`src/rtl/seq_detector_prog.sv`:
```
// Runtime-programmable serial pattern detector: Moore match flag, progress state and saturating match counter.
// Q and Z register on the edge that accepts a bit; a load on the same edge wins and the bit is dropped.
module seq_detector_prog #(
  parameter int MAX_LEN = 8,
  parameter int LEN_W   = $clog2(MAX_LEN + 1),
  parameter int CNT_W   = 8
) (
  input  logic               clk,
  input  logic               reset,
  input  logic               load,
  input  logic [MAX_LEN-1:0] pattern,
  input  logic [LEN_W-1:0]   len,
  input  logic               overlap,
  input  logic               X,
  input  logic               x_valid,
  output logic               Z,
  output logic [LEN_W-1:0]   Q,
  output logic               armed,
  output logic               cfg_err,
  output logic [CNT_W-1:0]   match_count
);

  logic [MAX_LEN-1:0] pat_r;
  logic [LEN_W-1:0]   len_r;
  logic               ovl_r;
  // Only MAX_LEN-1 past bits are stored; the incoming bit completes the window.
  logic [MAX_LEN-2:0] hist;
  logic [LEN_W-1:0]   hist_cnt;

  logic [MAX_LEN-1:0] new_hist;
  logic [LEN_W-1:0]   q_next;
  logic               accept;
  logic               hit;
  logic               cfg_ok;

  assign accept   = armed & x_valid & ~load;
  assign new_hist = {hist, X};
  assign cfg_ok   = (len != '0) && (len <= LEN_W'(MAX_LEN));
  assign hit      = (q_next == len_r);

  // Longest pattern prefix that ends on the newest bit; ascending scan so the largest k wins.
  always_comb begin
    q_next = '0;
    for (int k = 1; k <= MAX_LEN; k++) begin
      if ((LEN_W'(k) <= len_r) && (LEN_W'(k - 1) <= hist_cnt) &&
          ((((pat_r >> (len_r - LEN_W'(k))) ^ new_hist) &
            ({MAX_LEN{1'b1}} >> (MAX_LEN - k))) == '0)) begin
        q_next = LEN_W'(k);
      end
    end
  end

  always_ff @(posedge clk or posedge reset) begin
    if (reset) begin
      pat_r       <= '0;
      len_r       <= '0;
      ovl_r       <= 1'b0;
      hist        <= '0;
      hist_cnt    <= '0;
      Q           <= '0;
      Z           <= 1'b0;
      armed       <= 1'b0;
      cfg_err     <= 1'b0;
      match_count <= '0;
    end else if (load) begin
      pat_r    <= pattern;
      len_r    <= len;
      ovl_r    <= overlap;
      hist     <= '0;
      hist_cnt <= '0;
      Q        <= '0;
      Z        <= 1'b0;
      armed    <= cfg_ok;
      cfg_err  <= ~cfg_ok;
    end else if (accept) begin
      hist <= new_hist[MAX_LEN-2:0];
      Q    <= q_next;
      Z    <= hit;
      if (hit && !ovl_r) begin
        hist_cnt <= '0;
      end else if (hist_cnt != LEN_W'(MAX_LEN)) begin
        hist_cnt <= hist_cnt + 1'b1;
      end
      if (hit && (match_count != {CNT_W{1'b1}})) begin
        match_count <= match_count + 1'b1;
      end
    end
  end

endmodule
```
`config.mk`:
```
export PLATFORM = sky130hd
export DESIGN_NAME = seq_detector_prog
export DESIGN_NICKNAME = d
export VERILOG_FILES = /design/src/rtl/seq_detector_prog.sv
export SDC_FILE = /design/constraint.sdc
export NUM_CORES = 1
export LEC_CHECK = 0
export CORE_MARGIN = 2
export CORE_UTILIZATION = 45
export DETAILED_ROUTE_END_ITERATION = 10
export DONT_BUFFER_PORTS = 1
export SLEW_MARGIN = 0
export SYNTH_ARGS = -nofsm -noshare
export SYNTH_HDL_FRONTEND = slang
export SYNTH_SLANG_ARGS = --single-unit
```
`constraint.sdc`:
```
create_clock -name clk -period 6 [get_ports clk]
set_input_delay 1.2 -clock clk [delete_from_list [all_inputs] [get_ports clk]]
set_output_delay 1.2 -clock clk [all_outputs]
set_load 0.02 [all_outputs]
```
==> run summary, run 1 <==
status -> finished, final reports clean
RSZ-0062 raised after global routing -> no
Top Metal Used -> met4
initial antenna violation count -> 0
DP HPWL -> 8.07 mm
post-synth cell types -> 74
IO Pins -> 33
first-pass GRT wire length -> 19.1 mm
worst skew pair latency -> 0.30 ns
die width -> 103 µm
PwrDens -> 214 nW/µm²
Met3 Wirelength -> 510 µm
Area Growth Syn to Fin -> 0.944%
clk sinks -> 39
ant diodes -> 0
Max Fclk -> 220 MHz
Maximum Capacitance Violations -> 0
die area -> 10500 µm²
ANT nets after route -> 0
cells after synthesis -> 498
routed via count -> 3774
slew of the pin with the lowest slew margin -> 0.853 ns
Max-slew headroom -> 43.1%
Post-Synthesis Cell Area -> 4370 µm²
Setup Viol. Count Final -> 0
wire length per cell -> 19.5 µm
top-area cell type share of the netlist area -> 22.3%
crit path kind -> reg -> reg
initial cell density of the core -> 46.9%
setup_tns -> 0 ns
post-CTS setup buffer count -> 0
Nets -> 502
routability cong. -> 0.982
Synth Area per Inst -> 8.78 µm²
Avg Vias per Cell -> 6.30
drt drc -> 0
hold buffers post-CTS -> 0
flops & latches, synth -> 39
Leakage -> 0.00173 µW
final hold viol count -> 0
total number of yosys warnings -> 0
Post-Layout Cell Count -> 599
Clock transition at path regs -> 0.08 ns
Core ar. -> 9330 µm²
Synth area leaders -> dfrtp_1, mux4_2, mux2i_1
Arr. time, crit path -> 4.73 ns
Final min period -> 4.54 ns
critical path startpoint category -> flip-flop
layout cells sized above 1 -> 12.1%
post-cts resize count -> 0
Die Y -> 103 µm
post-synthesis sequential area ratio -> 22.3%
num rows -> 35
placed cells -> 591
Root Driver -> clkbuf_8
Clock Skews -> 0.00609 ns
port bufs -> 0
Hold Path Class -> reg -> reg
gr ovfl total -> 0
Final Cycle Share -> 75.7%
total track usage -> 23.2%
Critical Path RT -> 6.19 ns
M1 WL -> 5.52 mm
vias in the first global route -> 3587
asr flop ratio synth -> 100%
Crit Path Max Fanout -> 22
CTS tree -> yes
H-tree depth -> 2
DR WL met2 -> 5.42 mm
VDD IR max -> 0.149 mV
largest net degree at the start of global routing -> 55
Fillers -> 888
Critical Path End Type -> flip-flop
Synth Net Count -> 531
ys flop type -> dfrtp_1
Final Max Slew Viols -> 0
WL final -> 11.7 mm
DRT iter0 DRCs -> 331
drt first pass iters -> 4
cell taking the most area after synthesis -> dfrtp_1
clock buffer depth -> 2
CTS buffer count -> 5
number of flops mapped to enable cells by yosys -> 0
-- layer usage --
metal  up-vias  GRT usage [%]
met5         -              0
met2       105           35.7
met3        19           3.19
li1       1793              -
met1      1857           33.6
met4         0           7.79
-- power breakdown --
part           switching [µW]  internal [µW]
combinational             230            188
sequential               63.3            281
clock                     100           81.4
total                     394            551
-- area by class of cell --
| class | instances | area (µm²) | share of cell area (%) |
|---|---|---|---|
| multi-input cells | 398 | 3070 | 69.6 |
| clock inverters | 2 | 12.5 | 0.284 |
| repair buffers | 6 | 45.0 | 1.02 |
| well taps | 129 | 161 | 3.66 |
| clock buffers | 6 | 72.6 | 1.64 |
| inverters | 19 | 71.3 | 1.62 |
| flip-flops and latches | 39 | 977 | 22.1 |
-- worst paths after layout --
path / startpoint / endpoint / slack [ns] / depth (start not counted)
setup / recovery: len_r[0]$_DFFE_PP0P_ / hist_cnt[1]$_DFFE_PP0P_ / 1.46 / 13
hold reg to reg: ovl_r$_DFFE_PP0P_ / ovl_r$_DFFE_PP0P_ / 0.56 / 1
hold / removal: ovl_r$_DFFE_PP0P_ / ovl_r$_DFFE_PP0P_ / 0.56 / 1
min in group asynchronous: reset / cfg_err$_DFFE_PP0P_ / 0.91 / 2
setup reg to reg: len_r[0]$_DFFE_PP0P_ / hist_cnt[1]$_DFFE_PP0P_ / 1.46 / 13
max in group asynchronous: reset / len_r[0]$_DFFE_PP0P_ / 4.73 / 2
-- through the flow --
stage               hold slack (ns)  util (%)  total power [µW]  setup WS [ns]  instance area, µm²
floorplan                     0.502         -               692           1.62                4370
global placement              0.548      46.4               753           1.59                4330
detailed placement            0.541      46.4               760           1.50                4330
CTS                           0.568      47.3               946           1.48                4410
global route                  0.577      47.3              1000           1.02                4410
finish                        0.564      47.3               945           1.46                4410
-- cells in the mapped netlist (7+ instances only) --
master / number
a211oi_1: 13
nor2_1: 40
a21oi_1: 28
buf_2: 15
mux2i_1: 23
and3_1: 13
clkbuf_1: 11
nand2_1: 46
xnor2_1: 26
mux2_2: 12
nor3_1: 7
o211ai_1: 7
nand3_1: 13
mux4_2: 17
ha_1: 15
inv_1: 18
o21ai_0: 30
dfrtp_1: 39
buf_4: 8
-- layout by cell type, fill, tap and decap left out, types with 3 or more instances in the layout --
| cell type | instances |
|---|---|
| nand2_1 | 46 |
| nor2_1 | 40 |
| dfrtp_1 | 38 |
| o21ai_0 | 30 |
| a21oi_1 | 28 |
| xnor2_1 | 26 |
| mux2i_1 | 23 |
| inv_1 | 18 |
| mux4_2 | 17 |
| ha_1 | 15 |
| nand3_1 | 13 |
| a211oi_1 | 13 |
| and3_1 | 13 |
| mux2_2 | 12 |
| nor3_1 | 7 |
| o211ai_1 | 7 |
| xor2_1 | 6 |
| nor4_1 | 6 |
| buf_4 | 6 |
| o22ai_1 | 5 |
| or3_1 | 5 |
| nand4_1 | 5 |
| clkbuf_8 | 5 |
| nand2b_1 | 4 |
| a221oi_1 | 4 |
| nor3b_1 | 3 |
| a211o_1 | 3 |
| mux4_1 | 3 |
| o21a_1 | 3 |
| a31oi_1 | 3 |
| a21boi_1 | 3 |
| nor4b_1 | 3 |
| a22o_1 | 3 |
-- state kept, by name, summed over array words and instances (netlist names) --
signal,count
ovl_r,1
armed,1
match_count,8
Q,4
pat_r,8
len_r,4
cfg_err,1
Z,1
hist,7
hist_cnt,4
-- kinds of logic after synthesis --
logic type	count (synthesis)	synth area share (%)
flip-flops	39	22.3
AO/OA/AOI/OAI	129	20.4
XOR/XNOR	34	7.16
buffers and inverters	61	7.38
AND/OR/NAND/NOR	164	19.3
adder cells (fa/ha/maj)	15	4.29
multiplexers	56	19.2
-- critical path: stages, from the launching register on --
cell      delay [ns]
dfrtp_2         0.36
inv_1           0.05
ha_1            0.84
mux2i_1         0.27
o21a_1          0.29
nor4b_1         0.38
a221oi_1        0.20
nor4_2          0.49
nor2_1          0.15
a21boi_2        0.20
mux2i_1         0.17
o41a_4          0.53
a41o_1          0.27
a22o_1          0.23
Power figures use the tool's default switching activity.
==> run 2, diff against run 1 <==
Clock period 6 ns to 4.3 ns, I/O delays scaled along.
==> run 2 against run 1 <==
Effect of this change:
- via count increased by 3.6%
- sequential share of layout area decreased by 0.86 points
- critical path depth increased by 1
- largest power group unchanged
- highest routed layer unchanged
- critical endpoint unchanged
- clock skew increased by 0.00063 ns
- hold slack got worse by 0.0077 ns
- largest cell class unchanged
- critical path type unchanged
- sequential cell count unchanged
- combinational power increased by 49%
- cell count increased by 1.8%
- global-route usage increased by 1.1 points
==> run summary, run 2 (same netlist as run 1, synthesis figures left out) <==
IO Pins -> 33 (unchanged)
ant diodes -> 0 (unchanged)
Hold Path Class -> in -> async
Nets -> 513 (+2.2%)
Fillers -> 879 (-1.0%)
M1 WL -> 5.35 mm (-3.1%)
part of the power in registers -> 33.8% (-2.7 points)
Hold WS -> 0.556 ns (-0.00772 ns)
Crit Path Max Fanout -> 12 (-45%)
num rows -> 35 (unchanged)
status -> finished, final reports clean
VDD IR max -> 0.197 mV (+32%)
vias in the first global route -> 3605 (+0.50%)
Clock Skews -> 0.00672 ns (+0.000630 ns)
PwrDens -> 311 nW/µm² (+45%)
Clock transition at path regs -> 0.09 ns (about the same)
Max-slew headroom -> 49.4% (+6.3 points)
RSZ-0062 raised after global routing -> no
worst skew pair latency -> 0.30 ns (about the same)
WL final -> 12.3 mm (+5.1%)
critical path's top delay family -> compound AO/OA/AOI/OAI gates
Max Fclk -> 246 MHz (+12%)
max incr delay on CP -> 0.48 ns (-0.36 ns)
CTS buffer count -> 5 (unchanged)
Comb power frac -> 43.7% (-0.6 points)
drt drc -> 0 (unchanged)
Arr. time, crit path -> 4.27 ns (-0.46 ns)
Final Cycle Share -> 94.6% (+19 points)
initial antenna violation count -> 0 (unchanged)
ANT nets after route -> 0 (unchanged)
first-pass GRT wire length -> 19.9 mm (+4.1%)
final hold viol count -> 0 (unchanged)
Psw -> 576 µW (+46%)
wire length per cell -> 20.2 µm (+3.2%)
Final min period -> 4.07 ns (-0.474 ns)
Maximum Capacitance Violations -> 0 (unchanged)
H-tree depth -> 2 (unchanged)
gr ovfl total -> 0 (unchanged)
critical path startpoint category -> flip-flop
routability cong. -> 0.887 (-9.7%)
Critical Path End Type -> flip-flop
Setup Viol. Count Final -> 0 (unchanged)
WP buf/inv -> 2 (+1)
Clock power frac -> 22.4% (+3.2 points)
DP HPWL -> 8.56 mm (+6.1%)
cell mode on critical path -> a211oi_1
area of placed instances -> 4400 µm² (+1.6%)
DR WL met2 -> 5.72 mm (+5.5%)
total track usage -> 24.3% (+1.1 points)
Area Growth Syn to Fin -> 5.01%
die area -> 10500 µm² (unchanged)
port bufs -> 0 (unchanged)
Critical Path RT -> 4.50 ns (-1.69 ns)
layout cells sized above 1 -> 16.0% (+3.9 points)
slew of the pin with the lowest slew margin -> 0.754 ns (-0.0992 ns)
clk sinks -> 39 (unchanged)
drt first pass iters -> 5 (+1)
Die Y -> 103 µm (unchanged)
commonest cells after routing, fill and taps aside -> nand2_1, nor2_1, dfrtp_1
commonest non-fill, non-tap cell in the layout -> nand2_1
Met3 Wirelength -> 961 µm (+88%)
routed via count -> 3908 (+3.6%)
DRT iter0 DRCs -> 421 (+27%)
die width -> 103 µm (unchanged)
final instance area -> 4590 µm² (+4.0%)
Avg Vias per Cell -> 6.41 (+1.7%)
clock buffer depth -> 2 (unchanged)
Top Registers -> match_count (8), pat_r (8), hist (7)
Slowest-stage cell, CP -> dfrtp_2
initial cell density of the core -> 46.9% (unchanged)
largest net degree at the start of global routing -> 48 (-13%)
Internal -> 851 µW (+54%)
setup_tns -> 0 ns (unchanged)
Leakage -> 0.00182 µW (+5.0%)
CP Cell Sequence -> inv_1 > ha_4 > buf_4 > or3b_1 > o21a_1 > a211oi_1 > xor2_1 > a211oi_1 > o21ai_0 > a211oi_2 > xnor2_1 > o41a_4 > a41o_1 > a22o_1
Root Driver -> clkbuf_8
Final Max Slew Viols -> 0 (unchanged)
switching portion of total power -> 40.4% (-1.3 points)
Core ar. -> 9330 µm² (unchanged)
Top Metal Used -> met4
crit path kind -> reg -> reg
CTS tree -> yes
## run 2: repair_timing
action	CTS	global route
endpoints found under the setup margin	0	6
setup buffers	0	5
hold buffers	0	0
resized for setup	0	8
## run 2: power groups by stage
stage / logic (µW) / clock network [µW] / registers, µW
5_1_grt: 682 / 340 / 490
2_1_floorplan: 526 / 0 / 443
3_3_place_gp: 586 / 0 / 487
3_5_place_dp: 596 / 0 / 488
4_1_cts: 598 / 330 / 481
6_report: 624 / 320 / 483
## run 2: worst paths after layout
check | end | cells past startpoint | from | slack (ns)
worst min-delay path | len_r[2]$_DFFE_PP0P_ | 2 | reset | 0.56
max in group asynchronous | len_r[0]$_DFFE_PP0P_ | 2 | reset | 3.38
worst max register to register | hist_cnt[1]$_DFFE_PP0P_ | 14 | len_r[0]$_DFFE_PP0P_ | 0.23
worst max-delay path | hist_cnt[1]$_DFFE_PP0P_ | 14 | len_r[0]$_DFFE_PP0P_ | 0.23
worst min register to register | hist[6]$_DFFE_PP0P_ | 2 | hist[6]$_DFFE_PP0P_ | 0.60
min in group clk | hist[6]$_DFFE_PP0P_ | 2 | hist[6]$_DFFE_PP0P_ | 0.60
## run 2: routing by layer
metal / vias to the layer above / global-route usage (%)
li1: 1811 / -
met1: 1882 / 34.8
met2: 185 / 37.5
met3: 30 / 4.95
met4: 0 / 6.97
met5: - / 0
## run 2: area by class of cell
class | count | area, µm² | area share, %
sequential | 39 | 977 | 21.3
tap | 129 | 161 | 3.52
timing repair buffer | 17 | 140 | 3.05
multi-input combinational | 398 | 3130 | 68.1
clock buffer | 5 | 68.8 | 1.50
clock inverter | 3 | 43.8 | 0.954
inverter | 19 | 71.3 | 1.55
## run 2: through the flow
stage / utilization, % / instances / setup WS, ns / total power (µW)
2_1_floorplan: - / 498 / 0.00859 / 969
3_3_place_gp: 47.1 / 597 / 0.232 / 1070
3_5_place_dp: 47.1 / 597 / 0.120 / 1080
4_1_cts: 48.4 / 605 / 0.0953 / 1410
5_1_grt: 49.2 / 610 / 0.0440 / 1510
6_report: 49.2 / 610 / 0.234 / 1430
## run 2: worst reg2reg max path, stage by stage, from the launching register on
cell	delay, ns
dfrtp_2	0.48
inv_1	0.13
ha_4	0.27
buf_4	0.21
or3b_1	0.35
o21a_1	0.17
a211oi_1	0.35
xor2_1	0.11
a211oi_1	0.37
o21ai_0	0.24
a211oi_2	0.24
xnor2_1	0.13
o41a_4	0.40
a41o_1	0.27
a22o_1	0.23
